[config.mk]
export PLATFORM = sky130hd
export DESIGN_NAME = stopwatch_ctrl
export DESIGN_NICKNAME = d
export VERILOG_FILES = /design/src/rtl/stopwatch_ctrl.sv
export SDC_FILE = /design/constraint.sdc
export NUM_CORES = 1
export LEC_CHECK = 0
export CORE_UTILIZATION = 60
export DETAILED_ROUTE_END_ITERATION = 7
export PLACE_DENSITY = 0.89
export SLEW_MARGIN = 0
export SYNTH_ARGS = -nofsm -noshare
export SYNTH_HDL_FRONTEND = slang
export SYNTH_SLANG_ARGS = --single-unit
[constraint.sdc]
create_clock -name NEclk -period 4.4 [get_ports NEclk]
set_input_delay 0.66 -clock NEclk [delete_from_list [all_inputs] [get_ports NEclk]]
set_output_delay 0.66 -clock NEclk [all_outputs]
set_load 0.02 [all_outputs]
[src/rtl/stopwatch_ctrl.sv]
// Stopwatch front-panel controller: two debounced buttons drive a four-state
// run/lap/pause FSM that commands the counter and the lap display register.
module stopwatch_ctrl #(
   parameter int DEB_CYCLES = 500000
) (
   input  logic       NEclk,
   input  logic       reset,
   input  logic       btn_ss,
   input  logic       btn_lap,
   output logic       Enable,
   output logic       cnt_clear,
   output logic       freeze,
   output logic       freeze_load,
   output logic [3:0] lap_count,
   output logic [1:0] state
);

   localparam int CW = $clog2(DEB_CYCLES + 1);
   localparam logic [CW-1:0] CNT_LAST = CW'(DEB_CYCLES - 1);

   typedef enum logic [1:0] {
      IDLE  = 2'b00,
      RUN   = 2'b01,
      LAP   = 2'b10,
      PAUSE = 2'b11
   } state_t;

   logic [1:0] btn_raw;
   logic [1:0] press;
   logic       ss_p;
   logic       lap_p;

   assign btn_raw = {btn_lap, btn_ss};

   // Bit 0 is start/stop, bit 1 is lap/clear; each gets its own synchronizer,
   // debouncer and rising-edge detector.
   genvar gi;
   generate
      for (gi = 0; gi < 2; gi++) begin : g_btn
         logic          sync1_reg;
         logic          sync2_reg;
         logic          deb_reg;
         logic          deb_d_reg;
         logic          press_reg;
         logic [CW-1:0] cnt_reg;

         always_ff @(negedge NEclk) begin
            if (reset) begin
               sync1_reg <= 1'b0;
               sync2_reg <= 1'b0;
               deb_reg   <= 1'b0;
               deb_d_reg <= 1'b0;
               press_reg <= 1'b0;
               cnt_reg   <= '0;
            end else begin
               sync1_reg <= btn_raw[gi];
               sync2_reg <= sync1_reg;
               deb_d_reg <= deb_reg;
               press_reg <= deb_reg & ~deb_d_reg;
               if (sync2_reg == deb_reg) begin
                  cnt_reg <= '0;
               end else if (cnt_reg == CNT_LAST) begin
                  deb_reg <= sync2_reg;
                  cnt_reg <= '0;
               end else begin
                  cnt_reg <= cnt_reg + CW'(1);
               end
            end
         end

         assign press[gi] = press_reg;
      end
   endgenerate

   assign ss_p  = press[0];
   assign lap_p = press[1];

   state_t     state_reg;
   state_t     state_next;
   logic [3:0] lap_count_reg;
   logic       freeze_load_reg;

   always_ff @(negedge NEclk) begin
      if (reset) begin
         state_reg       <= IDLE;
         lap_count_reg   <= 4'd0;
         freeze_load_reg <= 1'b0;
      end else begin
         state_reg       <= state_next;
         freeze_load_reg <= (state_reg == RUN) && (state_next == LAP);
         if (state_next == IDLE) begin
            lap_count_reg <= 4'd0;
         end else if ((state_reg == RUN) && (state_next == LAP)) begin
            lap_count_reg <= lap_count_reg + 4'd1;
         end
      end
   end

   // Start/stop always wins over lap when both fire in the same cycle.
   always_comb begin
      state_next = state_reg;
      case (state_reg)
         IDLE: begin
            if (ss_p) state_next = RUN;
         end
         RUN: begin
            if (ss_p)       state_next = PAUSE;
            else if (lap_p) state_next = LAP;
         end
         LAP: begin
            if (ss_p)       state_next = PAUSE;
            else if (lap_p) state_next = RUN;
         end
         PAUSE: begin
            if (ss_p)       state_next = RUN;
            else if (lap_p) state_next = IDLE;
         end
         default: state_next = IDLE;
      endcase
   end

   always_comb begin
      Enable    = 1'b0;
      cnt_clear = 1'b0;
      freeze    = 1'b0;
      case (state_reg)
         IDLE:    cnt_clear = 1'b1;
         RUN:     Enable    = 1'b1;
         LAP: begin
            Enable = 1'b1;
            freeze = 1'b1;
         end
         PAUSE:   Enable    = 1'b0;
         default: cnt_clear = 1'b1;
      endcase
   end

   assign freeze_load = freeze_load_reg;
   assign lap_count   = lap_count_reg;
   assign state       = state_reg;

endmodule

==> key figures <==
Finish
  • Ratio of cells with drive above 1 in the final layout: 6.34%
  • Diodes inserted: 0
  • Fill count: 273
  • Post-Route Utilization: 74.9%
  • Register area: 1100 um^2
  • Max reg flops: 38
  • Commonest non-fill, non-tap cell in the layout: inv_1
  • Multi-input gate area: 1340 um^2
  • Area growth from synthesis to layout: 19.5%
  • Commonest cells after routing, fill and taps aside: 65 x inv_1, 54 x dfxtp_1, 42 x nor2_1, 22 x xnor2_1, 15 x nand4_1
  • Final net count: 357

Power
  • Reg power frac: 49.5%
  • Cell Int Power: 0.693 mW
  • Clock share of power: 49.0%
  • Leakage: 1.19 nW
  • Total power: 1.02 mW
  • Switch share: 31.9%
  • Comb pwr share: 1.4%
  • Maximum vdd ir drop: 0.331 mV
  • Net Sw Power: 0.325 mW
  • PD cells: 340 nW/um^2

Yosys
  • Unique masters post-synth: 44
  • Post-synth EDFFs: 0
  • Cells after synthesis: 276
  • Post-Synthesis Net Count: 287
  • Synthesized area: 2510 um^2
  • Synth warn: 0
  • Post-synth top flop: dfxtp_1
  • FFs w/ async S/R, synth: 0%
  • Sequential-to-total area share from yosys stat: 43.9%
  • Syn_area_per_cell: 9.09 um^2
  • Post-synthesis register bit count: 55

Clock network
  • Longest Clk Path Bufs: 2
  • TritonCTS buffer count: 5
  • Clk pin slew, worst setup/hold paths: 0.04 ns
  • Max H-tree Level: 2
  • Clock tree sinks: 55
  • TritonCTS clock tree: yes
  • Postcts setup bufs: 0
  • Clk_lat worst skew: 0.39 ns
  • Clk root buf: clkbuf_8

Critical path
  • Critical Path Fanout Max: 6
  • CP endpoint kind: primary output
  • Crit path largest cell delay: 0.39 ns
  • Critical path startpoint category: register
  • Slowest-stage cell, CP: dfxtp_1
  • Critical path required time: 3.74 ns
  • CP arrival: 3.64 ns
  • Critical path class: register to primary output
  • Critical-path cell list: inv_1 > ha_1 > dlygate4sd2_1

Timing
  • Measured slew at the worst slew-check pin: 0.901 ns
  • Rel. slew slack: 39.7%
  • Setup TNS: 0 ns
  • Setup WS post-layout: 0.0977 ns
  • Unrepaired setup endpoints after global routing: false
  • Pins Over Slew Limit: 0
  • Worst Clk Skew: 0.0236 ns
  • Final setup fails: 0
  • Hold WS: 0.376 ns
  • Fin. Hold Viols: 0

Die
  • Die area: 4440 um^2
  • CORE AREA: 4000 um^2
  • Row cnt: 23
  • Chip Width: 66.7 um
  • Die Height: 66.7 um
  • Io pins: 14
  • Initial Utilization: 62.7%

Global route
  • Grt total ovfl: 0
  • First-pass GRT wire length: 8.56 mm
  • Initial antenna violation count: 0
  • GRT Util Overall: 24.9%
  • Vias in the first global route: 2179
  • Largest net degree at the start of global routing: 19

Worst hold path
  • Hold/Removal Path Class: register to register

Routing
  • DRT Wirelength: 5.36 mm
  • Via density: 5.67
  • Vias: 2250
  • Drt pass-1 iters: 5
  • # DRC: 0
  • Antenna-violating nets left: 0
  • Drt wl/cell: 13.5 um
  • Detailed Route Iter0 Violations: 184

Status
  • Outcome: completed

Job
  • MaxCap Viol Count: 0

Placement
  • # port buffers: 13
  • Pre-CTS setup slack: 0.166 ns
  • Dpl hpwl: 3.48 mm
  • Gp weighted congestion: 0.902
-- final timing paths --
check / from / to / slack [ns] / cells past startpoint
worst min register to register: g_btn[0].deb_d_reg / g_btn[0].press_reg / 0.38 / 1
worst min-delay path: g_btn[0].deb_d_reg / g_btn[0].press_reg / 0.38 / 1
worst max-delay path: state[1] / cnt_clear / 0.1 / 3
worst max register to register: state[1] / lap_count[0] / 2.20 / 6
-- kinds of logic (layout without fill, tap and decap cells) --
| logic type | count (synthesis) | count (layout) | synth area share, % |
|---|---|---|---|
| flip-flops | 55 | 55 | 43.9 |
| buffers and inverters | 19 | 90 | 2.89 |
| multiplexers | 3 | 3 | 1.25 |
| XOR/XNOR | 31 | 31 | 10.8 |
| AO/OA/AOI/OAI | 23 | 23 | 6.48 |
| AND/OR/NAND/NOR | 138 | 138 | 31.2 |
| adder cells (fa/ha/maj) | 7 | 7 | 3.49 |
-- critical path, delay by kind of cell, from the launching register on --
family / cells / cell delay [ns]
fa+ha+maj: 1 / 0.24
flops: 1 / 0.39
buf+inv: 2 / 0.43
-- metrics by stage --
step	instance area, um^2	std cells
4_1_cts	2990	397
2_1_floorplan	2510	276
6_report	3000	397
3_5_place_dp	2700	335
3_3_place_gp	2700	335
5_1_grt	3000	397
-- power by group through the flow --
stage	Clock, mW	Sequential [mW]	Combinational, mW
final	0.499	0.504	0.0147
after global routing	0.573	0.503	0.0158
after CTS	0.514	0.504	0.0145
after detailed placement	0.0774	0.513	0.0142
after global placement	0.0774	0.512	0.0137
after floorplan	0.0774	0.512	0.00793
-- Yosys cell counts, types with 5 or more instances --
| master | n | area share (%) |
|---|---|---|
| dfxtp_1 | 55 | 44 |
| nor2_1 | 42 | 6.3 |
| xnor2_1 | 22 | 7.7 |
| nand4_1 | 15 | 3.7 |
| nand3_1 | 14 | 2.8 |
| inv_1 | 11 | 1.6 |
| nor4_1 | 11 | 2.7 |
| nand2_1 | 10 | 1.5 |
| xor2_1 | 9 | 3.1 |
| clkbuf_1 | 7 | 1.0 |
| ha_1 | 7 | 3.5 |
| nor2b_1 | 7 | 1.7 |
| nor3_1 | 6 | 1.2 |
| a21oi_1 | 5 | 1.0 |
| and4_1 | 5 | 1.7 |
-- per-layer routing --
layer	vias up	global-route usage (%)	routed length [um]
li1	1125	-	-
met1	1049	25.8	2240
met2	70	43.3	2760
met3	6	8.90	336
met4	0	13.8	28
met5	-	0	0
-- final cells by class --
class                           instances  area share, %
Tap cell                               50           2.09
Timing Repair Buffer                   17           5.26
Clock inverter                         58           7.77
Sequential cell                        55           36.8
Clock buffer                            5           2.30
Inverter                               10           1.25
Multi-Input combinational cell        202           44.6
-- repair_timing --
action	CTS	global route
setup endpoints to repair	3	3
resized for setup	3	2
hold buffers	0	0
No activity file was read; power rests on OpenSTA's default activity.
